--- src/rtl/multiport_regfile_sb.sv ---
// Multi-read-port integer register file with a destination scoreboard, hazard output and pending counter.
// Optional write-to-read forwarding and same-cycle hazard release: define RF_BYPASS_EN.
module multiport_regfile_sb #(
  parameter  int unsigned XLEN = 32,
  parameter  int unsigned NREG = 32,
  parameter  int unsigned NRD  = 2,
  localparam int unsigned AW   = $clog2(NREG)
) (
  input  logic                clk,
  input  logic                rst_n,
  input  logic [NRD*AW-1:0]   rd_idx,
  output logic [NRD*XLEN-1:0] rd_data,
  input  logic                wr_en,
  input  logic [AW-1:0]       wr_idx,
  input  logic [XLEN-1:0]     wr_data,
  input  logic                issue_en,
  input  logic [AW-1:0]       issue_idx,
  output logic                hazard,
  output logic [AW:0]         pending_cnt
);

`ifdef RF_BYPASS_EN
  localparam bit BYPASS = 1'b1;
`else
  localparam bit BYPASS = 1'b0;
`endif

  logic [XLEN-1:0]     regs_q [NREG];
  logic [NREG-1:0]     busy_q, busy_d;
  logic [AW:0]         cnt_q, cnt_d;
  logic [NRD*XLEN-1:0] rd_data_q, rd_data_d;
  logic [AW-1:0]       rd_sel_c [NRD];
  logic [NRD-1:0]      raw_c;
  logic                wr_act_c, iss_act_c, set_c, clr_c, waw_c;

  // Scoreboard next state; a set on the same index as a clear wins
  always_comb begin
    wr_act_c  = wr_en && (wr_idx != '0);
    iss_act_c = issue_en && (issue_idx != '0);
    set_c     = iss_act_c && !busy_q[issue_idx];
    clr_c     = wr_act_c && busy_q[wr_idx] && !(iss_act_c && (issue_idx == wr_idx));
    busy_d    = busy_q;
    if (wr_act_c) busy_d[wr_idx] = 1'b0;
    if (iss_act_c) busy_d[issue_idx] = 1'b1;
    cnt_d = cnt_q + {{AW{1'b0}}, set_c} - {{AW{1'b0}}, clr_c};
  end

  // Read mux, forwarding and RAW/WAW detection
  always_comb begin
    rd_data_d = '0;
    raw_c     = '0;
    for (int unsigned k = 0; k < NRD; k++) begin
      rd_sel_c[k] = rd_idx[k*AW +: AW];
    end
    for (int unsigned k = 0; k < NRD; k++) begin
      if (BYPASS && wr_act_c && (wr_idx == rd_sel_c[k])) begin
        rd_data_d[k*XLEN +: XLEN] = wr_data;
      end else begin
        rd_data_d[k*XLEN +: XLEN] = regs_q[rd_sel_c[k]];
      end
      raw_c[k] = (rd_sel_c[k] != '0) && busy_q[rd_sel_c[k]] &&
                 !(BYPASS && wr_act_c && (wr_idx == rd_sel_c[k]));
    end
    waw_c  = iss_act_c && busy_q[issue_idx] &&
             !(BYPASS && wr_act_c && (wr_idx == issue_idx));
    hazard = (|raw_c) || waw_c;
  end

  // All state advances on the falling edge of clk
  always_ff @(negedge clk or negedge rst_n) begin
    if (!rst_n) begin
      for (int unsigned i = 0; i < NREG; i++) begin
        regs_q[i] <= '0;
      end
      busy_q    <= '0;
      cnt_q     <= '0;
      rd_data_q <= '0;
    end else begin
      if (wr_act_c) regs_q[wr_idx] <= wr_data;
      busy_q    <= busy_d;
      cnt_q     <= cnt_d;
      rd_data_q <= rd_data_d;
    end
  end

  assign rd_data     = rd_data_q;
  assign pending_cnt = cnt_q;

endmodule

--- config.mk ---
export PLATFORM = sky130hd
export DESIGN_NAME = multiport_regfile_sb
export DESIGN_NICKNAME = d
export VERILOG_FILES = /design/src/rtl/multiport_regfile_sb.sv
export SDC_FILE = /design/constraint.sdc
export NUM_CORES = 2
export LEC_CHECK = 0
export ABC_AREA = 1
export BUFFER_PORTS_ARGS = -buffer_cell sky130_fd_sc_hd__clkbuf_2
export CAP_MARGIN = 0
export CORE_ASPECT_RATIO = 1.75
export CORE_MARGIN = 2
export CORE_UTILIZATION = 25
export CTS_CLUSTER_DIAMETER = 120
export CTS_CLUSTER_SIZE = 12
export DETAILED_ROUTE_END_ITERATION = 7
export MAX_ROUTING_LAYER = met4
export PLACE_DENSITY = 0.45
export SYNTH_ARGS = -nofsm -noshare
export SYNTH_HDL_FRONTEND = slang
export SYNTH_SLANG_ARGS = --single-unit
--- constraint.sdc ---
create_clock -name clk -period 2.2 [get_ports clk]
set_input_delay 0.44 -clock clk [delete_from_list [all_inputs] [get_ports clk]]
set_output_delay 0.44 -clock clk [all_outputs]
set_load 0.05 [all_outputs]
==> reports/metrics.yaml <==
drcViolationCount: 0
grt_pass1_wl_mm: 450
final-hold-violation-count: 0
placed_area_sq_um: 73100
clkLatencyLatePin_ns: 0.70
wirelength_mm: 330
io_pins: 127
initial_core_util_pct: 25.1
clkSlewWorstSetupHoldPaths_ns: 0.05
ant_nets: 0
vias: 62900
static-leakage-power_uw: 0.0354
worst_slew_pin_slew_ns: 0.767
wl_per_cell_um: 28.0
ir_drop_uv: 594
final_layout_size_suffix_gt1_share_pct: 17.6
slew_headroom_pct: 48.8
grt_pass1_vias: 59900
synthCells: 8085
dieArea_sq_um: 244000
start_kind: "register"
worst_ep_arrival_time_ns: 3.25
final_area_sq_um: 79700
worstSetupEndpointType: "output port"
outcome: "finished with violations"
worstPathMaxFanout: 2
dpl.hpwl_mm: 212
syn_to_final_growth_pct: 32.7
p_total_uw: 62500
layout.nets: 8689
die_w_um: 374
ys_seq_elements: 1126
synth_nets: 8148
holdPathStages: 0
yosysTopAreaCellShare_pct: 46.9
yosysWarnings: 0
syn-cell-area_sq_um: 60000
hold_path_class: "reg -> reg"
row_count: 238
cts_tree: "built"
grt-ovfl-total: 0
fin_skew_ns: 0.0261
grt_max_degree: 83
gp_congestion: 0.925
avgSynthCellArea_sq_um: 7.43
slew_violations: 0
layout_commonest_cell: "nand2_1"
drv_cap: 0
yosysTopAreaCell: "dfrtn_1"
rsz0062_at_grt: "yes"
n_fill_cell: 25100
antenna_found_initial: 24
drt_pre_antenna_iters: 8
setup_viol: 1163
yosysSeqAreaShare_pct: 46.9
synth_cell_types: 36
timing.final.ws_setup_ns: -1.49
htree_levels: 3
viasPerCell: 5.34
reg2reg_slack_ns: -0.38
gr-usage-all-layers_pct: 26.1
numCtsBuffers: 104
most-common-layout-cells: "nand2_1 (1518), o21ai_0 (1437), dfrtn_1 (1126)"
dieHeight_um: 652
cts_sinks: 1126
p_per_area_nw_per_um2: 784
postCtsHoldBufs: 0
reg2reg_depth: 19
io_buffer_count: 126
worst-setup-path-type: "reg -> out"
crit_required_ns: 1.76
violations: "setup timing"
clk_path_buf_depth: 3
core_sq_um: 239000
root_buffer: "clkbuf_16"
ys_top_cells_by_area: "dfrtn_1 (47%), o21ai_0 (15%), nand2_1 (9.8%)"
drt_iter0_markers: 6611
async_flop_share_pct: 100
synthFlopType: "dfrtn_1"
synth-edff-count: 0
[cells in the mapped netlist, types with 14 or more instances]
cell,number
o22ai_1,103
buf_1,46
o21ai_1,197
o211ai_1,122
o21ai_0,1760
nand2_1,1572
buf_4,54
inv_2,32
inv_1,524
a22oi_1,50
nor2_1,683
a21oi_1,701
clkbuf_1,427
buf_6,14
dfrtn_1,1126
nor3_1,22
buf_2,195
nand3_1,335
and3_1,32
[per-layer routing]
| metal | track usage [%] | wire [um] | vias up |
|---|---|---|---|
| met3 | 3.76 | 23900 | 874 |
| met4 | 14.3 | 22000 | 0 |
| met1 | 31.1 | 128000 | 30700 |
| met5 | - | 0 | - |
| li1 | - | - | 28000 |
| met2 | 42.4 | 156000 | 3274 |
[report_power, final]
| part | switching [uW] | internal [uW] | leakage, uW |
|---|---|---|---|
| clock network | 8800 | 8330 | 0.00131 |
| logic | 10100 | 7010 | 0.0204 |
| registers | 2820 | 25400 | 0.0137 |
| total | 21800 | 40700 | 0.0354 |
[area by class of cell]
cell class | count | area [sq um] | area share (%)
Clock inverter | 7 | 62.6 | 0.0785
Inverter | 559 | 2230 | 2.80
Sequential cell | 1126 | 28200 | 35.4
Multi-Input combinational cell | 5661 | 27300 | 34.3
Antenna cell | 20 | 50.0 | 0.0628
Clock buffer | 105 | 2610 | 3.27
Timing Repair inverter | 1 | 11.3 | 0.0141
Tap cell | 3120 | 3900 | 4.90
Timing Repair Buffer | 1173 | 15300 | 19.2
[stage by stage]
stage	std cells	utilization, %	hold slack, ns	setup slack, ns	TNS (ns)
final	11800	33.3	0.344	-1.49	-445.91
after global placement	11500	30.5	0.339	-1.84	-1209.73
after detailed placement	11500	30.5	0.345	-1.79	-1223.03
after floorplan	8085	-	0.401	-1.41	-478.09
after CTS	11700	32.5	0.345	-1.55	-422.42
after global routing	11800	33.3	0.352	-1.60	-504.18
[what timing repair did]
action / in CTS / in global routing
gates cloned: 29 / 32
setup buffers: 57 / 56
hold endpoints to repair: 0 / 0
resized for setup: 198 / 253
endpoints found under the setup margin: 1162 / 1163
pin swaps: 16 / 44
[critical path, cell delays in order, from the launching register on]
cell and delay (ns):
dfrtn_1 0.36, buf_4 0.16, nand2_1 0.05, o21ai_1 0.06, nand2_1 0.06, nand2_1 0.06, nand2_1 0.07, nand2_1 0.08
nor2_4 0.11, nand2_1 0.07, nand2_2 0.10, nand3_4 0.11, buf_12 0.16
[final timing paths]
path	startpoint	to
max in group asynchronous	rst_n	regs_q[816]$_DFFE_NN0P_
min in group asynchronous	rst_n	regs_q[429]$_DFFE_NN0P_
worst min-delay path	regs_q[1022]$_DFFE_NN0P_	regs_q[1022]$_DFFE_NN0P_
worst min register to register	regs_q[1022]$_DFFE_NN0P_	regs_q[1022]$_DFFE_NN0P_
worst max register to register	busy_q[9]$_DFF_NN0_	pending_cnt[4]$_DFF_NN0_
worst max-delay path	busy_q[1]$_DFF_NN0_	hazard
[state kept, by name, indices dropped and copies added (netlist names)]
name / count
pending_cnt: 6
regs_q: 1024
busy_q: 32
rd_data: 64
[logic make-up (layout without fill, tap and decap cells)]
| group | after synthesis | in the layout | synth area share, % |
|---|---|---|---|
| buffers and inverters | 1300 | 1845 | 9.06 |
| flip-flops | 1126 | 1126 | 46.9 |
| AND/OR/NAND/NOR | 2696 | 2698 | 18.1 |
| adder cells (fa/ha/maj) | 7 | 7 | 0.158 |
| XOR/XNOR | 10 | 10 | 0.146 |
| AO/OA/AOI/OAI | 2946 | 2946 | 25.6 |
| other | 0 | 20 | 0 |
Power figures use the tool's default switching activity.
